**config.mk**
```make
export PLATFORM = sky130hd
export DESIGN_NAME = eth_mii_tx_serializer
export DESIGN_NICKNAME = d
export VERILOG_FILES = /design/src/rtl/eth_mii_tx_serializer.sv
export SDC_FILE = /design/constraint.sdc
export NUM_CORES = 1
export LEC_CHECK = 0
export CORE_MARGIN = 5
export CORE_UTILIZATION = 40
export DETAILED_ROUTE_END_ITERATION = 8
export PLACE_DENSITY = 0.7
export SYNTH_ARGS = -nofsm -noshare
export SYNTH_HDL_FRONTEND = slang
export SYNTH_SLANG_ARGS = --single-unit
```
**constraint.sdc**
```tcl
create_clock -name clk -period 3.9 [get_ports clk]
set_input_delay 0.78 -clock clk [delete_from_list [all_inputs] [get_ports clk]]
set_output_delay 0.78 -clock clk [all_outputs]
set_load 0.005 [all_outputs]
```
**src/rtl/eth_mii_tx_serializer.sv**
```systemverilog
// eth_mii_tx_serializer: drains one queued packet as a byte-wide MII/GMII TX frame (preamble, SFD, payload, pad, FCS, IPG).
// Define ETH_TX_FCS_GEN_EN to zero-pad short frames and append a generated CRC-32 FCS. DATA_W/8 must be a power of two >= 2.
module eth_mii_tx_serializer #(
    parameter int DATA_W      = 64,
    parameter int LEN_W       = 11,
    parameter int MIN_FRAME_B = 60,
    parameter int MAX_FRAME_B = 1514,
    parameter int PREAMBLE_B  = 7,
    parameter int IPG_B       = 12
) (
    input  logic              clk,
    input  logic              rst_n,
    input  logic              byte_strb,
    input  logic              pkt_avlb,
    input  logic [LEN_W-1:0]  pkt_lnb,
    output logic              pkt_start,
    output logic              word_rd,
    input  logic              word_val,
    input  logic [DATA_W-1:0] word_data,
    output logic [7:0]        tx_data,
    output logic              tx_valid,
    output logic              tx_error,
    output logic              busy,
    output logic              tx_done,
    output logic              drop_err,
    output logic              underrun
);
    localparam int BYTES  = DATA_W / 8;
    localparam int LANE_W = $clog2(BYTES);
    localparam int CNT_W  = LEN_W + 1;

    localparam logic [LANE_W-1:0] LANE_LAST = LANE_W'(BYTES - 1);
    localparam logic [7:0]        PRE_LAST  = 8'(PREAMBLE_B - 1);
    localparam logic [7:0]        IPG_LAST  = 8'(IPG_B - 1);
`ifdef ETH_TX_FCS_GEN_EN
    localparam logic [CNT_W-1:0]  LEN_LO    = CNT_W'(1);
    localparam logic [CNT_W-1:0]  LEN_HI    = CNT_W'(MAX_FRAME_B);
    localparam logic [CNT_W-1:0]  PAD_B     = CNT_W'(MIN_FRAME_B);
`else
    localparam logic [CNT_W-1:0]  LEN_LO    = CNT_W'(MIN_FRAME_B + 4);
    localparam logic [CNT_W-1:0]  LEN_HI    = CNT_W'(MAX_FRAME_B + 4);
`endif

    typedef enum logic [2:0] {IDLE, PRE, SFD, DATA, PAD, FCS, IPG, DRAIN} state_t;

    state_t            state, state_nx;
    logic [CNT_W-1:0]  len_q, byte_idx, words_left;
    logic [LANE_W-1:0] lane;
    logic [7:0]        cnt;
    logic [1:0]        out_cnt, stored;
    logic              wr_ptr, rd_ptr, drop_q, good_q;
    logic [DATA_W-1:0] buf_q [2];

    logic [CNT_W-1:0]  l_ext, nwords;
    logic              len_bad, buf_empty, lane_last, data_last, push, pop, fetch;
    logic [7:0]        cur_byte;

    assign l_ext     = {1'b0, pkt_lnb};
    assign nwords    = (l_ext + CNT_W'(BYTES - 1)) >> LANE_W;
    assign len_bad   = (l_ext < LEN_LO) || (l_ext > LEN_HI);
    assign buf_empty = (stored == 2'd0);
    assign lane_last = (lane == LANE_LAST);
    assign data_last = (byte_idx == len_q - 1'b1);
    assign cur_byte  = buf_q[rd_ptr][{lane, 3'b000} +: 8];
    assign busy      = (state != IDLE);

    // Requests are capped by free buffer slots during a frame; while draining only by the outstanding limit.
    assign fetch   = (state == PRE || state == SFD || state == DATA) && (words_left != '0) &&
                     (({1'b0, out_cnt} + {1'b0, stored}) < 3'd2);
    assign word_rd = fetch || ((state == DRAIN) && (words_left != '0) && (out_cnt < 2'd2));
    assign push    = word_val && (state != DRAIN);
    assign pop     = (state == DATA) && byte_strb && !buf_empty && (lane_last || data_last);

`ifdef ETH_TX_FCS_GEN_EN
    logic [31:0] crc;
    logic [31:0] fcs;
    assign fcs = ~crc;

    function automatic logic [31:0] crc_byte(input logic [31:0] c, input logic [7:0] d);
        logic [31:0] r;
        r = c ^ {24'd0, d};
        for (int i = 0; i < 8; i++) r = r[0] ? ((r >> 1) ^ 32'hEDB88320) : (r >> 1);
        return r;
    endfunction
`endif

    always_comb begin
        state_nx = state;
        case (state)
            IDLE:  if (pkt_avlb) state_nx = len_bad ? DRAIN : PRE;
            PRE:   if (byte_strb && cnt == PRE_LAST) state_nx = SFD;
            SFD:   if (byte_strb) state_nx = DATA;
            DATA:  if (byte_strb) begin
                       if (buf_empty) state_nx = DRAIN;
`ifdef ETH_TX_FCS_GEN_EN
                       else if (data_last) state_nx = (len_q < PAD_B) ? PAD : FCS;
`else
                       else if (data_last) state_nx = IPG;
`endif
                   end
`ifdef ETH_TX_FCS_GEN_EN
            PAD:   if (byte_strb && byte_idx == PAD_B - 1'b1) state_nx = FCS;
            FCS:   if (byte_strb && cnt == 8'd3) state_nx = IPG;
`endif
            IPG:   if (byte_strb && cnt == IPG_LAST) state_nx = IDLE;
            DRAIN: if (words_left == '0 && out_cnt == 2'd0) state_nx = drop_q ? IDLE : IPG;
            default: state_nx = IDLE;
        endcase
    end

    always_ff @(posedge clk) begin
        if (push) buf_q[wr_ptr] <= word_data;
    end

    always_ff @(posedge clk or negedge rst_n) begin
        if (!rst_n) begin
            state      <= IDLE;
            len_q      <= '0;
            byte_idx   <= '0;
            words_left <= '0;
            lane       <= '0;
            cnt        <= '0;
            out_cnt    <= '0;
            stored     <= '0;
            wr_ptr     <= 1'b0;
            rd_ptr     <= 1'b0;
            drop_q     <= 1'b0;
            good_q     <= 1'b0;
            pkt_start  <= 1'b0;
            tx_data    <= '0;
            tx_valid   <= 1'b0;
            tx_error   <= 1'b0;
            tx_done    <= 1'b0;
            drop_err   <= 1'b0;
            underrun   <= 1'b0;
`ifdef ETH_TX_FCS_GEN_EN
            crc        <= '0;
`endif
        end else begin
            state     <= state_nx;
            pkt_start <= 1'b0;
            tx_done   <= 1'b0;
            drop_err  <= 1'b0;
            underrun  <= 1'b0;
            case ({word_rd, word_val})
                2'b10:   out_cnt <= out_cnt + 1'b1;
                2'b01:   out_cnt <= out_cnt - 1'b1;
                default: ;
            endcase
            case ({push, pop})
                2'b10:   stored <= stored + 1'b1;
                2'b01:   stored <= stored - 1'b1;
                default: ;
            endcase
            if (word_rd) words_left <= words_left - 1'b1;
            if (push)    wr_ptr <= ~wr_ptr;
            if (pop)     rd_ptr <= ~rd_ptr;

            case (state)
                IDLE: if (pkt_avlb) begin
                    pkt_start  <= 1'b1;
                    len_q      <= l_ext;
                    words_left <= nwords;
                    byte_idx   <= '0;
                    lane       <= '0;
                    drop_q     <= len_bad;
                    drop_err   <= len_bad;
                    good_q     <= 1'b1;
                    stored     <= '0;
                    wr_ptr     <= 1'b0;
                    rd_ptr     <= 1'b0;
                end
                PRE: if (byte_strb) begin
                    tx_data  <= 8'h55;
                    tx_valid <= 1'b1;
                    tx_error <= 1'b0;
                    cnt      <= cnt + 1'b1;
                end
                SFD: if (byte_strb) begin
                    tx_data <= 8'hD5;
`ifdef ETH_TX_FCS_GEN_EN
                    crc     <= 32'hFFFFFFFF;
`endif
                end
                DATA: if (byte_strb) begin
                    if (buf_empty) begin
                        // Missing word: flag one bad byte and abandon the rest of the frame.
                        tx_data  <= 8'h00;
                        tx_error <= 1'b1;
                        underrun <= 1'b1;
                        good_q   <= 1'b0;
                        drop_q   <= 1'b0;
                        stored   <= '0;
                    end else begin
                        tx_data  <= cur_byte;
                        byte_idx <= byte_idx + 1'b1;
                        lane     <= lane_last ? '0 : lane + 1'b1;
`ifdef ETH_TX_FCS_GEN_EN
                        crc      <= crc_byte(crc, cur_byte);
`endif
                    end
                end
`ifdef ETH_TX_FCS_GEN_EN
                PAD: if (byte_strb) begin
                    tx_data  <= 8'h00;
                    byte_idx <= byte_idx + 1'b1;
                    crc      <= crc_byte(crc, 8'h00);
                end
                FCS: if (byte_strb) begin
                    tx_data <= fcs[{cnt[1:0], 3'b000} +: 8];
                    cnt     <= cnt + 1'b1;
                end
`endif
                IPG: if (byte_strb) begin
                    tx_data  <= 8'h00;
                    tx_valid <= 1'b0;
                    tx_error <= 1'b0;
                    tx_done  <= good_q && (cnt == 8'd0);
                    cnt      <= cnt + 1'b1;
                end
                DRAIN: if (byte_strb) begin
                    tx_data  <= 8'h00;
                    tx_valid <= 1'b0;
                    tx_error <= 1'b0;
                end
                default: ;
            endcase
            if (state_nx != state) cnt <= '0;
        end
    end
endmodule
```
==> summary.md <==
| Metric | Value |
|---|---|
| Worst Path Buf+Inv | 3 |
| Setup violators final | 0 |
| Post-synth EDFFs | 128 |
| Unique masters post-synth | between 50 and 60 |
| Top cells by area, synth | edfxtp_1 (43%), dfrtp_1 (20%), mux4_2 (8.6%) |
| Post-synth top area cell | edfxtp_1 |
| Site Rows | 54 |
| Max-cap violations | 0 |
| Top-area cell type share of the netlist area | 43.05% |
| P&R area growth vs syn | 21.19% |
| Commonest non-fill, non-tap cell in the layout | edfxtp_1 |
| First-pass GRT wire length | 30280 um |
| Worst path required time | 3.12 ns |
| Crit path cell chain | inv_1, ha_1, or3b_2, or4b_1, nand2_1, inv_1, clkdlybuf4s50_1 |
| Die Width | 159.4 um |
| Antenna Violating Nets Remaining | 0 |
| Outcome | finished clean |
| Post-cts resize count | 0 |
| Cts bufs inserted | 17 |
| Vias/cell | between 5 and 6 |
| Clock Latency Late Sink | about 0.43 ns |
| Clock transition at path regs | 0.08 ns |
| PwrDens | between 600 and 700 mW/mm^2 |
| Design Power | 7155 uW |
| Hpwl dp | approximately 13000 um |
| Via count | 5534 |
| Share of cells above drive strength 1 | 12.37% |
| CP Launch Type | flop |
| Most frequent CP cell | inv_1 |
| Placed insts | 1008 |
| Synthesized cell area | about 0.0089 sq mm |
| H-Tree Depth | 4 |
| Fin cells | 1040 |
| Final count of pins violating max slew | 0 |
| Critical path class | flop to output port |
| Syn_nets | 738 |
| Period utilization | 92.94% |
| Largest net degree at the start of global routing | 65 |
| Die height | 159.4 um |
| Critical path fanouts, max | 5 |
| CTS hold repair buffers | 0 |
| DIE AREA | 0.02541 sq mm |
| Leakage | 0.003975 uW |
| Top delay family on crit path | simple AND/OR/NAND/NOR gates |
| Initial detailed-routing violation count | 354 |
| Global route total overflow | 0 |
| Iteration count of the initial detailed-routing pass | 4 |
| Most frequent cells in the layout | edfxtp_1 (128), clkdlybuf4s50_1 (94), dfrtp_1 (70) |
| IO Count | 96 |
| Slew margin rel. | 23.29% |
| Post-Route WL | 18680 um |
| Sink Count | around 200 |
| Dominant synthesized flop cell | edfxtp_1 |
| Root Buffer | clkbuf_16 |
| Cells after Synth | 645 |
| Initial core utilization | 40.79% |
| Clock Power Share | 23.9% |
| Per-cell routed wire length | 17.96 um |
| NumNets Final | 840 |
| Crit. End Element | output port |
| Mean Syn Cell Area | 13.84 sq um |
| Peak VDD IR | 0.4015 mV |
| Skew final | 0.01096 ns |
| Port bufs | 95 |
| Flops & latches, synth | slightly below 200 |
| Slew @ Worst Pin | 1.151 ns |
| Vias in the first global route | between 5000 and 6000 |
| Antenna cells | 0 |
| CTS tree | yes |
| Worst EP arrival | 2.84 ns |
| Clock buffer depth | 2 |
| Post-CTS setup buffers | 0 |
| Placer Congestion | 0.7887 |
| # DRC | 0 |
| Slowest stage delay, CP | around 0.59 ns |
| Psw | 2416 uW |
| TNS Setup | 0 ns |
| Gate power share | slightly above 30% |
| Ys Warns | 0 |
| Antenna violations before repair | 0 |
| Tot GR Track Use | between 10% and 20% |
| Post-layout min period | approximately 3.6 ns |
| Reg power frac | a little under half |
| Slowest CP cell | or4b_1 |
| Classification of the worst-slack hold path | input pin to asynchronous set/reset pin |
| Fmax achieved | 275.9 MHz |
| Hold Vio Cnt, Final | 0 |
| RSZ-0062 raised after global routing | false |
| Fraction of registers with async set/reset | approximately 36% |
| CORE AREA | roughly 0.022 sq mm |
| Internal Power | 4739 uW |
| Register area share after synthesis | 62.95% |
| Switching share of power | roughly 34% |
==> worst reg2reg max path: stages, from the launching register on <==
cell      delay [ns]
dfrtp_1         0.40
inv_1           0.09
ha_1            0.18
or3b_2          0.51
or4b_1          0.59
o311ai_0        0.49
o221ai_1        0.47
nand2_1         0.18
a21oi_1         0.05
==> path summary, 6_finish.rpt <==
check	start	to	slack (ns)	depth (start not counted)
setup / recovery	words_left[0]	word_rd	0.28	7
hold / removal	rst_n	cnt[0]	0.44	1
setup reg to reg	words_left[0]	cnt[7]	0.84	8
hold reg to reg	tx_data[3]	tx_data[3]	0.52	1
max in group asynchronous	rst_n	rd_ptr	2.60	2
min in group clk	tx_data[3]	tx_data[3]	0.52	1
==> synth_stat cells, drive strengths merged (2+ instances only) <==
cell,n
nor3b,3
nand2,66
or4,2
xor2,19
o22ai,6
nand3b,4
or4b,2
nand4,6
a22o,7
o21ai,21
dfrtp,71
or3,5
or3b,2
nor3,10
nand3,14
nor2,42
edfxtp,128
a21oi,27
ha,12
and3,6
nor4,9
and3b,3
mux4,34
nand2b,8
mux2i,11
inv,15
a221o,3
a311oi,2
clkbuf,19
a31oi,3
and4,3
or2,5
xnor2,32
buf,6
a211oi,8
nor2b,2
and2,10
nor4bb,2
==> flip-flops by register name, summed over array words and instances (netlist names) <==
register    count
buf_q         128
byte_idx       12
cnt             8
drop_err        1
drop_q          1
good_q          1
lane            3
len_q          11
out_cnt         2
pkt_start       1
rd_ptr          1
state           3
stored          2
tx_data         8
tx_done         1
tx_error        1
tx_valid        1
underrun        1
words_left     12
wr_ptr          1
==> area by class of cell <==
cell class	instances	area, sq um
Fill cell	1914	11070
Tap cell	280	350.3
Clock buffer	17	425.4
Sequential cell	199	5622
Clock inverter	15	151.4
Multi-Input combinational cell	406	3159
Inverter	15	56.30
Timing Repair Buffer	108	1056
==> metal layers <==
layer  vias to the layer above  part of all wire [%]  global-route usage, %
li1                       2639                     -                      -
met5                         -                     0                      0
met4                         0                   1.3                  4.653
met2                       124                    50                  25.17
met1                      2753                    44                  19.42
met3                        18                   4.6                  3.339
==> power by group through the flow <==
stage	sequential, uW	combinational, uW	clock, uW
floorplan	3120	1590	0
global placement	3270	2180	0
detailed placement	3290	2210	0
CTS	3250	2230	1750
global route	3310	2440	1850
finish	3250	2200	1710
==> per-stage QoR <==
step                      hold slack, ns  setup slack, ns  utilization [%]  instance area [sq um]
after floorplan                   0.4831            1.015                -                   8929
after global placement            0.4898           0.7218            46.79                  10240
after detailed placement          0.4934           0.7092            46.79                  10240
after CTS                         0.4463           0.2108            49.43                  10820
after global routing              0.5055           0.1350            49.43                  10820
final                             0.4419           0.2753            49.43                  10820
==> logic make-up after synthesis <==
logic type / synth area share [%]
adder cells (fa/ha/maj): 1.906
AND/OR/NAND/NOR: 11.76
XOR/XNOR: 5.003
multiplexers: 9.978
buffers and inverters: 1.724
flip-flops: 62.95
AO/OA/AOI/OAI: 6.685
(Power assumes the default switching activity.)
